$ cat config.mk
export PLATFORM = sky130hd
export DESIGN_NAME = uart_rx
export DESIGN_NICKNAME = d
export VERILOG_FILES = /design/src/rtl/uart_rx.sv
export SDC_FILE = /design/constraint.sdc
export NUM_CORES = 1
export LEC_CHECK = 0
export ABC_AREA = 0
export CORE_MARGIN = 1.5
export CORE_UTILIZATION = 56
export CTS_BUF_LIST = sky130_fd_sc_hd__clkbuf_8
export DETAILED_ROUTE_END_ITERATION = 16
export HOLD_SLACK_MARGIN = 0.06
export MAX_ROUTING_LAYER = met4
export PLACE_DENSITY_LB_ADDON = 0.05
export REMOVE_ABC_BUFFERS = 1
export SYNTH_ARGS = -nofsm -noshare
export SYNTH_HDL_FRONTEND = slang
export SYNTH_SLANG_ARGS = --single-unit
$ cat constraint.sdc
create_clock -name clock -period 2.2 [get_ports clock]
set_input_delay 0.22 -clock clock [delete_from_list [all_inputs] [get_ports clock]]
set_output_delay 0.22 -clock clock [all_outputs]
set_load 0.03 [all_outputs]
$ cat src/rtl/uart_rx.sv
// 8N1 UART receiver with 16x oversampling, single-entry output holding register
// and valid/ready handshake; flags framing errors and dropped bytes as pulses.
module uart_rx #(
   parameter int CLK_FREQ = 12000000,
   parameter int BAUD     = 9600
) (
   input  logic       clock,
   input  logic       reset,
   input  logic       rx,
   output logic [7:0] byte_received,
   output logic       valid,
   input  logic       ready,
   output logic       framing_error,
   output logic       overrun
);

   localparam int CLKS_PER_TICK = CLK_FREQ / (16 * BAUD);
   localparam int TICK_W = (CLKS_PER_TICK > 1) ? $clog2(CLKS_PER_TICK) : 1;
   localparam logic [TICK_W-1:0] TICK_LAST = TICK_W'(CLKS_PER_TICK - 1);

   typedef enum logic [1:0] {IDLE, START, DATA, STOP} state_t;

   state_t            state_reg, state_next;
   logic [TICK_W-1:0] tick_cnt_reg, tick_cnt_next;
   logic [3:0]        sample_cnt_reg, sample_cnt_next;
   logic [2:0]        bit_idx_reg, bit_idx_next;
   logic [7:0]        shift_reg, shift_next;
   logic [7:0]        byte_reg, byte_next;
   logic              valid_reg, valid_next;
   logic              framing_error_reg, framing_error_next;
   logic              overrun_reg, overrun_next;
   logic              rx_meta_reg, rx_sync_reg, rx_prev_reg;
   logic              tick;
   logic              fall;

   // Synchronizer plus one history flop for falling-edge detection; idle-high on reset.
   always_ff @(posedge clock or posedge reset) begin
      if (reset) begin
         rx_meta_reg <= 1'b1;
         rx_sync_reg <= 1'b1;
         rx_prev_reg <= 1'b1;
      end else begin
         rx_meta_reg <= rx;
         rx_sync_reg <= rx_meta_reg;
         rx_prev_reg <= rx_sync_reg;
      end
   end

   assign tick = (tick_cnt_reg == TICK_LAST);
   assign fall = rx_prev_reg & ~rx_sync_reg;

   always_comb begin
      state_next         = state_reg;
      tick_cnt_next      = tick_cnt_reg;
      sample_cnt_next    = sample_cnt_reg;
      bit_idx_next       = bit_idx_reg;
      shift_next         = shift_reg;
      byte_next          = byte_reg;
      valid_next         = valid_reg;
      framing_error_next = 1'b0;
      overrun_next       = 1'b0;

      if (state_reg == IDLE) begin
         tick_cnt_next = '0;
      end else if (tick) begin
         tick_cnt_next = '0;
      end else begin
         tick_cnt_next = tick_cnt_reg + TICK_W'(1);
      end

      if (valid_reg && ready) begin
         valid_next = 1'b0;
      end

      case (state_reg)
         IDLE: begin
            sample_cnt_next = 4'd0;
            if (fall) begin
               state_next = START;
            end
         end
         START: begin
            if (tick) begin
               if (sample_cnt_reg == 4'd7) begin
                  sample_cnt_next = 4'd0;
                  if (!rx_sync_reg) begin
                     state_next   = DATA;
                     bit_idx_next = 3'd0;
                  end else begin
                     state_next = IDLE;
                  end
               end else begin
                  sample_cnt_next = sample_cnt_reg + 4'd1;
               end
            end
         end
         DATA: begin
            if (tick) begin
               sample_cnt_next = sample_cnt_reg + 4'd1;
               if (sample_cnt_reg == 4'd15) begin
                  shift_next   = {rx_sync_reg, shift_reg[7:1]};
                  bit_idx_next = bit_idx_reg + 3'd1;
                  if (bit_idx_reg == 3'd7) begin
                     state_next = STOP;
                  end
               end
            end
         end
         STOP: begin
            if (tick) begin
               sample_cnt_next = sample_cnt_reg + 4'd1;
               if (sample_cnt_reg == 4'd15) begin
                  state_next = IDLE;
                  // A consumer taking the old byte this cycle frees the slot for the new one.
                  if (rx_sync_reg) begin
                     if (!valid_reg || ready) begin
                        byte_next  = shift_reg;
                        valid_next = 1'b1;
                     end else begin
                        overrun_next = 1'b1;
                     end
                  end else begin
                     framing_error_next = 1'b1;
                  end
               end
            end
         end
         default: state_next = IDLE;
      endcase
   end

   always_ff @(posedge clock or posedge reset) begin
      if (reset) begin
         state_reg         <= IDLE;
         tick_cnt_reg      <= '0;
         sample_cnt_reg    <= 4'd0;
         bit_idx_reg       <= 3'd0;
         shift_reg         <= 8'h00;
         byte_reg          <= 8'h00;
         valid_reg         <= 1'b0;
         framing_error_reg <= 1'b0;
         overrun_reg       <= 1'b0;
      end else begin
         state_reg         <= state_next;
         tick_cnt_reg      <= tick_cnt_next;
         sample_cnt_reg    <= sample_cnt_next;
         bit_idx_reg       <= bit_idx_next;
         shift_reg         <= shift_next;
         byte_reg          <= byte_next;
         valid_reg         <= valid_next;
         framing_error_reg <= framing_error_next;
         overrun_reg       <= overrun_next;
      end
   end

   assign byte_received = byte_reg;
   assign valid         = valid_reg;
   assign framing_error = framing_error_reg;
   assign overrun       = overrun_reg;

endmodule
After elaboration in Yosys (flattened, before gate mapping)

Cells that the tools add are included.

Register bits: 38
Input bits: 4
Output and inout port bits: 11
Logic and storage cells: 82

Add/sub/neg operators: 3
Equal/unequal tests: 17
Multiplexer cells: 37
Bitwise operators: 2
Reduce and logical (&&, ||, !) cells: 11

Operator list:

| kind                                                            | number |
|---|---|
| 2-bit 2-to-1 mux                                                | 9 |
| 2-bit != test, second input constant                            | 9 |
| 1-bit 2-to-1 mux                                                | 15 |
| 3-bit 2-to-1 mux                                                | 5 |
| 7-bit 2-to-1 mux                                                | 2 |
| 4-bit 2-to-1 mux                                                | 3 |
| 4-bit case mux with 3 select lines                              | 1 |
| 2-bit case mux with 4 select lines                              | 1 |
| 8-bit AND reduction                                             | 1 |
| 7-bit by 1-bit adder with 7-bit output, second input constant   | 1 |
| 7-bit == test, second input constant                            | 1 |
| 3-bit case mux with 2 select lines                              | 1 |
| 6-bit AND reduction                                             | 1 |
| 5-bit AND reduction                                             | 1 |
| 4-bit by 1-bit adder with 4-bit output, second input constant   | 1 |
| 2-bit == test, second input constant                            | 2 |
| 4-bit by 3-bit == test with 1-bit output, second input constant | 1 |
| 4-bit == test, second input constant                            | 1 |
| 3-bit by 1-bit adder with 3-bit output, second input constant   | 1 |
| 3-bit == test, second input constant                            | 1 |
| 3-bit AND reduction                                             | 1 |
| 2-bit by 1-bit == test with 1-bit output, second input constant | 1 |
| 2-bit logical NOT                                               | 1 |
| 2-bit by 1-bit != test with 1-bit output, second input constant | 1 |
| 8 further kinds                                                 | 8 |

Logic depth before layout (Yosys ltp)

Word-level depth: 7
Mapped depth: 7
Gate-level depth less buffers: 6

Worst setup path before layout

Ideal clock, no wire load.

Path type: register to register
Start: register tick_cnt_reg[1]
End: register byte_reg[0] (netlist: byte_received[0])
Setup time: 0.125 ns
Arrival: 1.888 ns
Data required time: 2.075 ns
Slack: 0.187 ns
Stages on the path, launching flop included: 8
Buffers on the path: 1
Cell sequence: dfrtp_1 -> inv_1 -> ha_1 -> and4bb_4 -> nand2_4 -> or4b_1 -> buf_6 -> mux2_4

Cells in the longest elaborated chain, start to end: 2

Ends and longest elaborated chain:

| element                              | line | source |
|---|---|---|
| start, declared                      | 24   | `logic [TICK_W-1:0] tick_cnt_reg, tick_cnt_next;` |
| start signal, assigned               | 145  | `tick_cnt_reg <= tick_cnt_next;` |
| 7-bit == test                        | 49   | `assign tick = (tick_cnt_reg == TICK_LAST);` |
| 5-bit AND reduction (no source line) | --   |  |
| end signal, assigned                 | 149  | `byte_reg <= byte_next;` |
| end, declared                        | 28   | `logic [7:0] byte_reg, byte_next;` |

Every way passes these cells.
A chain may end at the register's enable or synchronous reset.

Final worst setup path

Start: register tick_cnt_reg[1]
End: register byte_reg[6] (netlist: byte_received[6])

Same word-level chain as after synthesis.

==> metrics.cfg <==
[final_layout]
layout-area-overhead-vs-synth_pct = 18.3
diodes = 0
stdcell_area_sq_um = 2000
layout-drive-gt1-share_pct = 23.8
nNetsFinal = 168
stdcell_count = 191
fin_util_pct = 71.4

[routing]
drc = 0
antenna_left = 0
dr.pass1.iters = 6
drt_iter0_markers = 31
via_per_inst = 5.68
vias = 1085
totalWireLength_microns = 2910
routedWlPerCell_microns = 15.2

[pwr]
p_leak_nw = 0.948
p_sw_share_pct = 27.2
pwr-share-seq_pct = 54.7
p_int_mw = 1.13
ir_drop_v = 0.000389
pwr_density_cell_nw_per_um2 = 777
power.total_mw = 1.55
switching_power_uw = 423
power_frac_clock_pct = 31.3
p_comb_share_pct = 14.0

[die]
die_w_microns = 58.0
start_util_pct = 60.3
rows = 19
core_sq_um = 2810
dieArea_sq_um = 3360
ios = 15
die_y_microns = 58.0

[grt]
grt_pass1_vias = 1156
antenna_found_initial = 0
grtUsageTotal_pct = 21.1
grt_pass1_wl_microns = 5180
grt_overflow = 0
grt_max_degree = 39

[critical_path]
crit_path_max_fanout = 8
critical_path_class = reg2reg
crit_buf_inv = 2
max_stage_delay_ns = 0.51
cp-end-kind = flop
cp_slowest_cell = or4b_1
cp.required_ns = 2.37
startpoint_type = flop
critPathArrivalTime_ns = 2.26
cpLargestDelayFamily = simple AND/OR/NAND/NOR gates
crit_chain = inv_1 -> ha_1 -> and4bb_4 -> nand2_4 -> or4b_1 -> buf_4 -> mux2_4

[cts]
clockRootBuffer = clkbuf_8
post_cts_resized = 0
cts_setup_buffers = 0
clockBufferDepth = 2
clock_sinks = 38
htree_num_levels = 2
tritoncts = yes
ctsHoldBuffers = 0
cts_buffers = 5
clkLatencyLatePin_ns = 0.28
path_clk_slew_ns = 0.07

[place]
dpl.hpwl_microns = 2080
dp.cells = 183
gp_congestion = 0.811
dp_slack_ns = 0.111
dpl-instance-area_sq_um = 1910
io_buffers = 14

[sta]
tightest_slew_ns = 0.475
relSlewSlack_pct = 68.1
whs_ns = 0.337
rsz0062_at_grt = no
hold_violations = 0
period_share_pct = 95.0
fin_tns_setup_ns = 0
report.final.slew_viol_count = 0
fmax_mhz = 479
finClkSkew_ns = 0.00552
layout_min_cycle_time_ns = 2.09
setup_ws_ns = 0.110
finalSetupViolations = 0

[logic_synthesis]
postSynthAreaPerCell_sq_um = 12.6
postSynthCellCount = 134
synth_warnings = 0
synth_cell_types = 36
ys_seq_area_share_pct = 56.4
syn_area_sq_um = 1690
ys_ff_latch = 38

[worst_hold_path]
hold_class = in2reg

[run_status]
outcome = completed

[job]
drv_cap = 0

==> area by class of cell <==
| class | count | area (sq um) |
|---|---|---|
| multi-input combinational | 87 | 694 |
| clock buffer | 6 | 82.6 |
| clock inverter | 2 | 12.5 |
| fill | 214 | 803 |
| sequential | 38 | 955 |
| timing repair buffer | 22 | 200 |
| tap | 31 | 38.8 |
| inverter | 5 | 18.8 |
==> layout by cell type (no fill, tap or decap), types with 5 or more instances in the layout <==
cell,synthesis,final
mux2_2,8,8
inv_1,5,5
clkdlybuf4s50_1,0,14
nand3_1,6,6
ha_1,5,5
buf_4,0,8
clkbuf_8,0,6
dfrtp_1,35,35
nor2_1,14,14
mux2_4,8,8
xor2_1,7,7
==> cell usage after synthesis <==
master,number,area (sq um)
a21o_1,1,7.51
a21oi_1,3,15.0
a22oi_1,1,7.51
a2bb2oi_1,3,26.3
and2_1,2,12.5
and3_1,1,6.26
and4_1,1,8.76
and4bb_4,1,16.3
buf_2,1,5.00
buf_6,1,11.3
clkbuf_1,2,7.51
dfrtp_1,35,876
dfstp_2,3,78.8
ha_1,5,62.6
inv_1,5,18.8
mux2_2,8,90.1
mux2_4,8,120
nand2_1,2,7.51
nand2_4,1,11.3
nand2b_1,1,6.26
nand3_1,6,30.0
nand3b_1,1,7.51
nand4_1,3,18.8
nor2_1,14,52.6
nor3_1,3,15.0
nor3_2,1,10.0
nor3b_1,1,7.51
nor4_1,1,6.26
o211ai_1,1,7.51
o21ai_0,3,15.0
o21ai_1,1,5.00
o2bb2ai_1,2,17.5
or3_1,1,6.26
or4b_1,1,10.0
xnor2_1,3,26.3
xor2_1,7,61.3
==> power groups by stage <==
stage / logic (mW) / clock network (mW) / registers [mW]
2_1_floorplan: 0.166 / 0 / 0.841
3_3_place_gp: 0.205 / 0 / 0.857
3_5_place_dp: 0.218 / 0 / 0.862
4_1_cts: 0.220 / 0.500 / 0.849
5_1_grt: 0.254 / 0.525 / 0.859
6_report: 0.218 / 0.487 / 0.850
==> cell families (layout without fill, tap and decap cells) <==
logic type,count (synthesis),after routing,synth area share [%]
AOI/OAI and AO/OA,15,15,5.99
and+or+nand+nor,41,41,13.8
DFF,38,38,56.4
adders and majority gates,5,5,3.70
muxes,16,16,12.4
buffers and inverters,9,35,2.51
xor gates and xnor gates,10,10,5.18
==> metal layers <==
layer,vias to the layer above,share of wire [%],global-route usage [%]
met5,-,0,-
met4,0,1.7,10.3
met3,6,3.2,4.46
met2,25,49,32.5
met1,535,46,26.5
li1,519,-,-
==> worst paths after layout <==
| check | cells after the start | to | start | slack (ns) |
|---|---|---|---|---|
| min in group asynchronous | 3 | tick_cnt_reg[3]$_DFF_PP0_ | reset | 0.35 |
| max in group asynchronous | 3 | rx_prev_reg$_DFF_PP1_ | reset | 1.49 |
| worst min register to register | 0 | rx_sync_reg$_DFF_PP1_ | rx_meta_reg$_DFF_PP1_ | 0.37 |
| worst min-delay path | 1 | rx_meta_reg$_DFF_PP1_ | rx | 0.34 |
| worst max register to register | 7 | byte_received[6]$_DFFE_PP0P_ | tick_cnt_reg[1]$_DFF_PP0_ | 0.11 |
| worst max-delay path | 7 | byte_received[6]$_DFFE_PP0P_ | tick_cnt_reg[1]$_DFF_PP0_ | 0.11 |
==> worst reg2reg max path, delay by kind of cell (launching register included) <==
kind,cells,cell delay (ns)
buffers and inverters,2,0.27
multiplexers,1,0.31
AND/OR/NAND/NOR,3,0.85
flip-flops,1,0.42
adder cells (fa/ha/maj),1,0.13
(Power assumes the default switching activity.)
